[src/rtl/command_arbiter.sv]
// command_arbiter: two-source byte arbiter with per-source FIFOs,
// atomic round-robin command grants and a starvation abort.
module command_arbiter #(
  parameter int         FIFO_DEPTH              = 16,
  parameter int         TIMEOUT_CYCLES          = 65535,
  parameter logic [7:0] CONTROLLER_STATE_READY  = 8'h00,
  parameter logic [7:0] CONTROLLER_STATE_LISTEN = 8'h01
) (
  input  logic       clk,
  input  logic       reset,
  input  logic [7:0] s0_byte,
  input  logic       s0_valid,
  output logic       s0_ready,
  input  logic [7:0] s1_byte,
  input  logic       s1_valid,
  output logic       s1_ready,
  output logic [7:0] ctrl_byte,
  output logic       ctrl_valid,
  input  logic       ctrl_next,
  input  logic [7:0] ctrl_state,
  output logic       ctrl_abort,
  output logic       grant_active,
  output logic       grant_src,
  output logic [1:0] overflow_flags,
  output logic [1:0] timeout_flags,
  input  logic       clear_flags
);
  localparam int AW = $clog2(FIFO_DEPTH);
  localparam int PW = AW + 1;
  localparam int CW = $clog2(TIMEOUT_CYCLES + 1);
  localparam logic [CW-1:0] STARVE_LAST =
    CW'(TIMEOUT_CYCLES - 1);

  typedef enum logic {IDLE, LOCKED} state_t;

  state_t        state_q, state_d;
  logic          grant_src_q, grant_src_d;
  logic          last_grant_q, last_grant_d;
  logic          started_q, started_d;
  logic [CW-1:0] starve_q, starve_d;
  logic          abort_d;
  logic [1:0]    tflag_set, oflag_set;

  logic          locked, pop_any, starve_cond;
  logic [1:0]    in_valid, full, empty, push, pop;
  logic [7:0]    in_byte [2];
  logic [7:0]    head [2];

  assign in_valid   = {s1_valid, s0_valid};
  assign in_byte[0] = s0_byte;
  assign in_byte[1] = s1_byte;
  assign locked     = (state_q == LOCKED);
  assign pop_any    = locked && ctrl_next;

  for (genvar n = 0; n < 2; n++) begin : g_fifo
    logic [7:0]    mem [FIFO_DEPTH];
    logic [PW-1:0] wr_q, rd_q;

    assign full[n]  = (wr_q[AW] != rd_q[AW]) &&
                      (wr_q[AW-1:0] == rd_q[AW-1:0]);
    assign empty[n] = (wr_q == rd_q);
    assign push[n]  = in_valid[n] && !full[n];
    assign pop[n]   = pop_any && !empty[n] &&
                      (grant_src_q == 1'(n));
    assign head[n]  = mem[rd_q[AW-1:0]];

    always_ff @(posedge clk) begin
      if (reset) begin
        wr_q <= '0;
        rd_q <= '0;
      end else begin
        if (push[n]) wr_q <= wr_q + PW'(1);
        if (pop[n])  rd_q <= rd_q + PW'(1);
      end
    end

    always_ff @(posedge clk) begin
      if (push[n]) mem[wr_q[AW-1:0]] <= in_byte[n];
    end
  end

  assign s0_ready     = !full[0];
  assign s1_ready     = !full[1];
  assign oflag_set    = in_valid & full;
  assign grant_active = locked;
  assign grant_src    = grant_src_q;
  assign ctrl_byte    = locked ? head[grant_src_q] : 8'h00;
  // valid drops while next is high so READY cannot re-take the same byte
  assign ctrl_valid   = locked && !empty[grant_src_q] && !ctrl_next;

  assign starve_cond = locked && empty[grant_src_q] &&
                       (ctrl_state == CONTROLLER_STATE_LISTEN);

  always_comb begin
    state_d      = state_q;
    grant_src_d  = grant_src_q;
    last_grant_d = last_grant_q;
    started_d    = started_q;
    starve_d     = starve_q;
    abort_d      = 1'b0;
    tflag_set    = 2'b00;
    unique case (state_q)
      IDLE: begin
        if (!empty[0] || !empty[1]) begin
          state_d      = LOCKED;
          grant_src_d  = empty[0] ? 1'b1 :
                         empty[1] ? 1'b0 : ~last_grant_q;
          last_grant_d = grant_src_d;
          started_d    = 1'b0;
          starve_d     = '0;
        end
      end
      LOCKED: begin
        if (ctrl_next) started_d = 1'b1;
        if (!starve_cond) starve_d = '0;
        else if (!(&starve_q)) starve_d = starve_q + CW'(1);
        if (starve_cond && starve_q == STARVE_LAST) begin
          state_d                = IDLE;
          abort_d                = 1'b1;
          tflag_set[grant_src_q] = 1'b1;
        end else if (started_q && !ctrl_next &&
                     ctrl_state == CONTROLLER_STATE_READY) begin
          state_d = IDLE;
        end
      end
    endcase
  end

  always_ff @(posedge clk) begin
    if (reset) begin
      state_q        <= IDLE;
      grant_src_q    <= 1'b0;
      last_grant_q   <= 1'b1;
      started_q      <= 1'b0;
      starve_q       <= '0;
      ctrl_abort     <= 1'b0;
      overflow_flags <= 2'b00;
      timeout_flags  <= 2'b00;
    end else begin
      state_q        <= state_d;
      grant_src_q    <= grant_src_d;
      last_grant_q   <= last_grant_d;
      started_q      <= started_d;
      starve_q       <= starve_d;
      ctrl_abort     <= abort_d;
      // a new event in the same cycle as a clear keeps its flag set
      overflow_flags <= (clear_flags ? 2'b00 : overflow_flags)
                        | oflag_set;
      timeout_flags  <= (clear_flags ? 2'b00 : timeout_flags)
                        | tflag_set;
    end
  end

endmodule

[config.mk]
export PLATFORM = sky130hd
export DESIGN_NAME = command_arbiter
export DESIGN_NICKNAME = d
export VERILOG_FILES = /design/src/rtl/command_arbiter.sv
export SDC_FILE = /design/constraint.sdc
export NUM_CORES = 1
export LEC_CHECK = 0
export CAP_MARGIN = 20
export CORE_MARGIN = 3
export CORE_UTILIZATION = 30
export DETAILED_ROUTE_END_ITERATION = 16
export DONT_BUFFER_PORTS = 1
export PLACE_DENSITY = 0.46
export SYNTH_ARGS = -nofsm -noshare
export SYNTH_HDL_FRONTEND = slang
export SYNTH_SLANG_ARGS = --single-unit
[constraint.sdc]
create_clock -name clk -period 7.3 [get_ports clk]
set_input_delay 1.46 -clock clk [delete_from_list [all_inputs] [get_ports clk]]
set_output_delay 1.46 -clock clk [all_outputs]
set_load 0.005 [all_outputs]
# [Yosys cells after proc, flatten, opt, wreduce, memory -nomap -nowiden]
# Memories as Yosys holds them, arrays and structs flattened. A register that Yosys moved wholly into a read port is not among the register bits.
# Cells that the tools add are included.
[totals] out_inout_bits=18 latchBits=0 romBits=0 inputBits=30 word_cells=104 ram_bits=256 mem_count=2 register_bits=45
[memory_table] name="g_fifo[0].mem" words=16 word_bits=8 rd=1 rd_clocked_by_memory_dff=1 write_ports=1 line="56" source="logic [7:0] mem [FIFO_DEPTH];"
[memory_table] name="g_fifo[1].mem" words=16 word_bits=8 rd=1 rd_clocked_by_memory_dff=1 write_ports=1 line="56"
[classes] reduce_logical=30 eq_ne=11 div=0 n_mux=34 shift=0 n_lt_le_gt_ge=3 mul=0 bitwise=7 addsub=5
[op_table] cell="16-bit two-way mux" count=3
[op_table] cell="8-bit two-way mux" count=4
[op_table] cell="16-bit case mux with 2 select lines" count=1
[op_table] cell="5-bit by 1-bit adder with 5-bit output (second input constant)" count=4
[op_table] cell="1-bit logical AND" count=17
[op_table] cell="16-bit by 1-bit adder with 16-bit output (second input constant)" count=1
[op_table] cell="16-bit == test (second input constant)" count=1
[op_table] cell="4-bit two-way mux" count=4
[op_table] cell="16-bit AND reduction" count=1
[op_table] cell="1-bit two-way mux" count=15
[op_table] cell="5-bit == test" count=2
[op_table] cell="4-bit == test" count=2
[op_table] cell="8-bit by 1-bit == test with 1-bit output (second input constant)" count=1
[op_table] cell="8-bit logical NOT" count=1
[op_table] cell="2-bit two-way mux" count=4
[op_table] cell="1-bit logical NOT" count=6
[op_table] cell="2-bit AND reduction" count=3
[op_table] cell="2-bit != test (second input constant)" count=2
[op_table] cell="2-bit bitwise OR" count=2
[op_table] cell="1-bit case mux with 2 select lines" count=2
[op_table] cell="3-bit != test (second input constant)" count=1
[op_table] cell="1-bit inverter" count=3
[op_table] cell="2-bit AND" count=1
[op_table] cell="2-bit >= comparator (second input constant)" count=1
[op_table] cell="7 further kinds" count=8

# [Logic depth before layout (Yosys ltp)]
[logic_depth] depth_word=9 ltp_mapped=8 ltp_nobuf=8

# [Worst setup path before layout]
# Ideal clock, no wire load.
[synth_timing] path_kind="register to output" from="reg (tool-made name)" to="out ctrl_byte[0]" slack_ns=3.808 n_path_buf=2 required_ns=5.840 arrival_ns=2.032 path_stages_with_launch=6 path_cell_list="dfxtp_1 > clkbuf_1 > buf_2 > mux4_2 > mux4_2 > a22o_1"
[synth_rtl] element="to (decl)" line="17" source="output logic [7:0] ctrl_byte,"

==> impl_metrics.toml <==
[floorplanning]
floorplan.die_area_um2 = 44000
die_height_um = 210
floorplan.initialDensity_pct = 30.5
floorplan.core_area_um2 = 40900
floorplan.rows = 74
fp.dieW_um = 210
ios = 48

[cells_and_area]
areaGrowthSynthToFinish_pct = 14.1
filler_cell_count = 3849
num_antenna_cells = 0
finalNetCount = 769
postLayoutCoreUtil_pct = 34.8
final_layout_size_suffix_gt1_share_pct = 21.6

[sta]
fin_crit_ps = 4240
slew_headroom_pct = 26.6
fin_worst_hold_slack_ps = 479
fmax_mhz = 236
timing_max_transition_violations_final = 0
fin_crit_sh_pct = 58.0
tns_ps = 0
finalHoldViolCount = 0
postLayoutSetupSlackWorst_ps = 3060
grt_setup_unrepaired = "no"
worst-slew-pin-transition_ps = 1100
finalSetupViolations = 0
finalClockSkew_ps = 18.6

[critical_path]
start_kind = "flip-flop"
critical_path_required_ps = 5840
reg2reg_slack_ps = 4210
arrival_ps = 2780
timing.critical_path.to_type = "primary output"
timing.critical_path.cells = "buf_4 > mux4_2 > mux4_2 > a22o_1"
critPathMaxFanout = 32
timing.setup.critical_path_class = "reg2out"
reg2reg_depth = 5
timing.critical_path.mode_cell = "sky130_fd_sc_hd__mux4_2"
timing.rr.start = "g_fifo[0].wr_q[2]$_SDFFE_PP0P_"
timing.rr.end = "g_fifo[0].mem[10][3]$_DFFE_PP_"
timing.critical_path.slowest_stage_cell = "sky130_fd_sc_hd__mux4_2"
maximum_single_stage_delay_on_the_critical_path_ps = 590

[synth]
syn-mean-instance-area_um2 = 17.7
synth.cells.most_frequent = "256 x sky130_fd_sc_hd__edfxtp_1, 80 x sky130_fd_sc_hd__mux4_2, 59 x sky130_fd_sc_hd__nor2_1"
sequential_element_share_of_the_synthesized_area_pct = 70.2
post_synth_inst_count = 703
syn-cell-area_um2 = 12500
mappedNetlistNets = 745
share_of_flip_flops_with_an_asynchronous_set_or_reset_after_synthesis_pct = 0
synth_top_area_cell = "sky130_fd_sc_hd__edfxtp_1"
synth_top_cells_by_area = "sky130_fd_sc_hd__edfxtp_1 62%, sky130_fd_sc_hd__mux4_2 14%, sky130_fd_sc_hd__dfxtp_1 8.5%, sky130_fd_sc_hd__nor2_1 1.8%, sky130_fd_sc_hd__xor2_1 1.3%"
synth_top_cell_area_share_pct = 61.7
yosysUniqueCellTypes = 48
number_of_enable_type_register_cells_in_the_synthesized_netlist = 256
yosys_register_bits = 309
synthFlopType = "sky130_fd_sc_hd__edfxtp_1"
post-synth-top-count-cell = "sky130_fd_sc_hd__edfxtp_1"
ys.warnings.count = 0

[hold_path]
worst_hold_path.endpoint = "starve_q[14]$_SDFFE_PP0P_"
holdCritStartpoint = "starve_q[14]$_SDFFE_PP0P_"
timing.hold.worst.class = "reg2reg"
whs_path_depth = 1

[pwr]
power-per-cell-area_nw_per_um2 = 263
power_leakage_nw = 4.41
ir_drop_uv = 130

[route]
via_count = 6345
route.detailed.wl_per_inst_um = 21.9
detail_route.drc_violations = 0
ant_nets = 0
dr.first_iter.drc_count = 357
detailed_routing_iteration_count_for_the_pre_antenna_repair_pass = 4
detail_route.vias_per_cell = 4.94
postRouteWirelength_um = 28100

[cts]
clkTransAtPathRegs_ps = 60
cts-root-buf = "sky130_fd_sc_hd__clkbuf_16"
ctsResizeCount = 0
cts.path.max_buffers = 3
hold_buffers = 0
clock_latency_of_the_later_clocked_register_in_the_worst_skew_pair_ps = 530
cts_tree = "done"
cts_setup_buffers = 0
cts_inserted_buffers = 35
clkSinkCount = 309
cts_htree_levels = 2

[global_routing]
globalRouteOverflowTotal = 0
first_global_vias = 6770
antenna_found_initial = 0
pin_count_of_the_biggest_net_entering_global_routing = 36
grtUsageTotal_pct = 12.8
global_route_wire_length_before_repair_um = 42400

[job]
max_cap_viol_count = 0

[placement]
io_buffers = 0
hpwl_dp_um = 17700
gp_congestion = 0.737
dp_slack_ps = 3550

[outcome]
run_status = "completed"
## cell type report
type / instances / area, um2 / share of cell area, %
repair buffers: 22 / 176 / 1.24
multi-input cells: 346 / 3510 / 24.7
flip-flops and latches: 309 / 8750 / 61.5
well taps: 532 / 666 / 4.68
clock buffers: 48 / 962 / 6.76
inverters: 13 / 48.8 / 0.343
clock inverters: 15 / 106 / 0.748
## cells in the final DEF (no fill, tap or decap), types with 6 or more instances in the layout
cell / instances
sky130_fd_sc_hd__xor2_1: 18
sky130_fd_sc_hd__nand3_1: 11
sky130_fd_sc_hd__nor3_1: 14
sky130_fd_sc_hd__ha_1: 12
sky130_fd_sc_hd__a22oi_1: 7
sky130_fd_sc_hd__edfxtp_1: 256
sky130_fd_sc_hd__dfxtp_1: 51
sky130_fd_sc_hd__a22o_1: 10
sky130_fd_sc_hd__clkbuf_16: 35
sky130_fd_sc_hd__xnor2_1: 8
sky130_fd_sc_hd__buf_4: 19
sky130_fd_sc_hd__mux2i_1: 7
sky130_fd_sc_hd__nand2_1: 30
sky130_fd_sc_hd__inv_1: 13
sky130_fd_sc_hd__nand4_1: 16
sky130_fd_sc_hd__o21ai_0: 8
sky130_fd_sc_hd__clkbuf_1: 8
sky130_fd_sc_hd__nor2_1: 59
sky130_fd_sc_hd__mux4_2: 80
sky130_fd_sc_hd__a21oi_1: 15
sky130_fd_sc_hd__nor4_1: 6
sky130_fd_sc_hd__clkinv_1: 8
## report_power, final
group          total (mW)  switching, mW  internal, mW
clock                1.62          0.690         0.932
sequential           1.95         0.0168          1.93
combinational       0.174          0.102        0.0728
total                3.75          0.808          2.94
## per-stage QoR
step	total power [mW]	cells	cell area [um2]
6_report	3.75	1285	14200
4_1_cts	3.80	1281	14200
2_1_floorplan	2.12	703	12500
3_5_place_dp	2.17	1218	13100
3_3_place_gp	2.16	1217	13100
5_1_grt	3.90	1285	14200
## critical path, delay by kind of cell, from the launching register on
family                 cells  cell delay, ps
multiplexers               2            1080
buffers and inverters      1             530
AO/OA/AOI/OAI              1             330
flip-flops                 1             310
## worst max-delay path by stage
stage | startpoint | to | depth (start not counted)
after floorplan | flip-flop | ctrl_byte[0] | 5
after global placement | flip-flop | ctrl_byte[4] | 4
after detailed placement | flip-flop | ctrl_byte[4] | 4
after CTS | flip-flop | ctrl_byte[4] | 4
after global routing | flip-flop | ctrl_byte[4] | 4
final | flip-flop | ctrl_byte[7] | 4
## cells by family after synthesis
logic type / count (synthesis) / synth area share, %
and+or+nand+nor: 168 / 6.93
muxes: 87 / 15.0
buffers and inverters: 48 / 1.68
xor gates and xnor gates: 27 / 1.96
DFF: 309 / 70.2
adders and majority gates: 12 / 1.20
AOI/OAI and AO/OA: 52 / 3.04
## registers in the layout, summed over array words and instances, names as in the netlist, named ones only
| register | count |
|---|---|
| grant_active | 1 |
| overflow_flags | 2 |
| timeout_flags | 2 |
| grant_src | 1 |
| starve_q | 16 |
| g_fifo.mem | 256 |
| ctrl_abort | 1 |
| started_q | 1 |
| g_fifo.wr_q | 10 |
| g_fifo.rd_q | 10 |
| last_grant_q | 1 |
## per-layer routing
metal  track usage, %  routed length [um]  vias up
li1                 -                   -     2846
met2             20.2               13400      156
met1             18.2               12700     3308
met5                0                   0        -
met3             2.71                1550       35
met4             3.23                 510        0
Note: power is estimated with default switching activity, not from simulation.
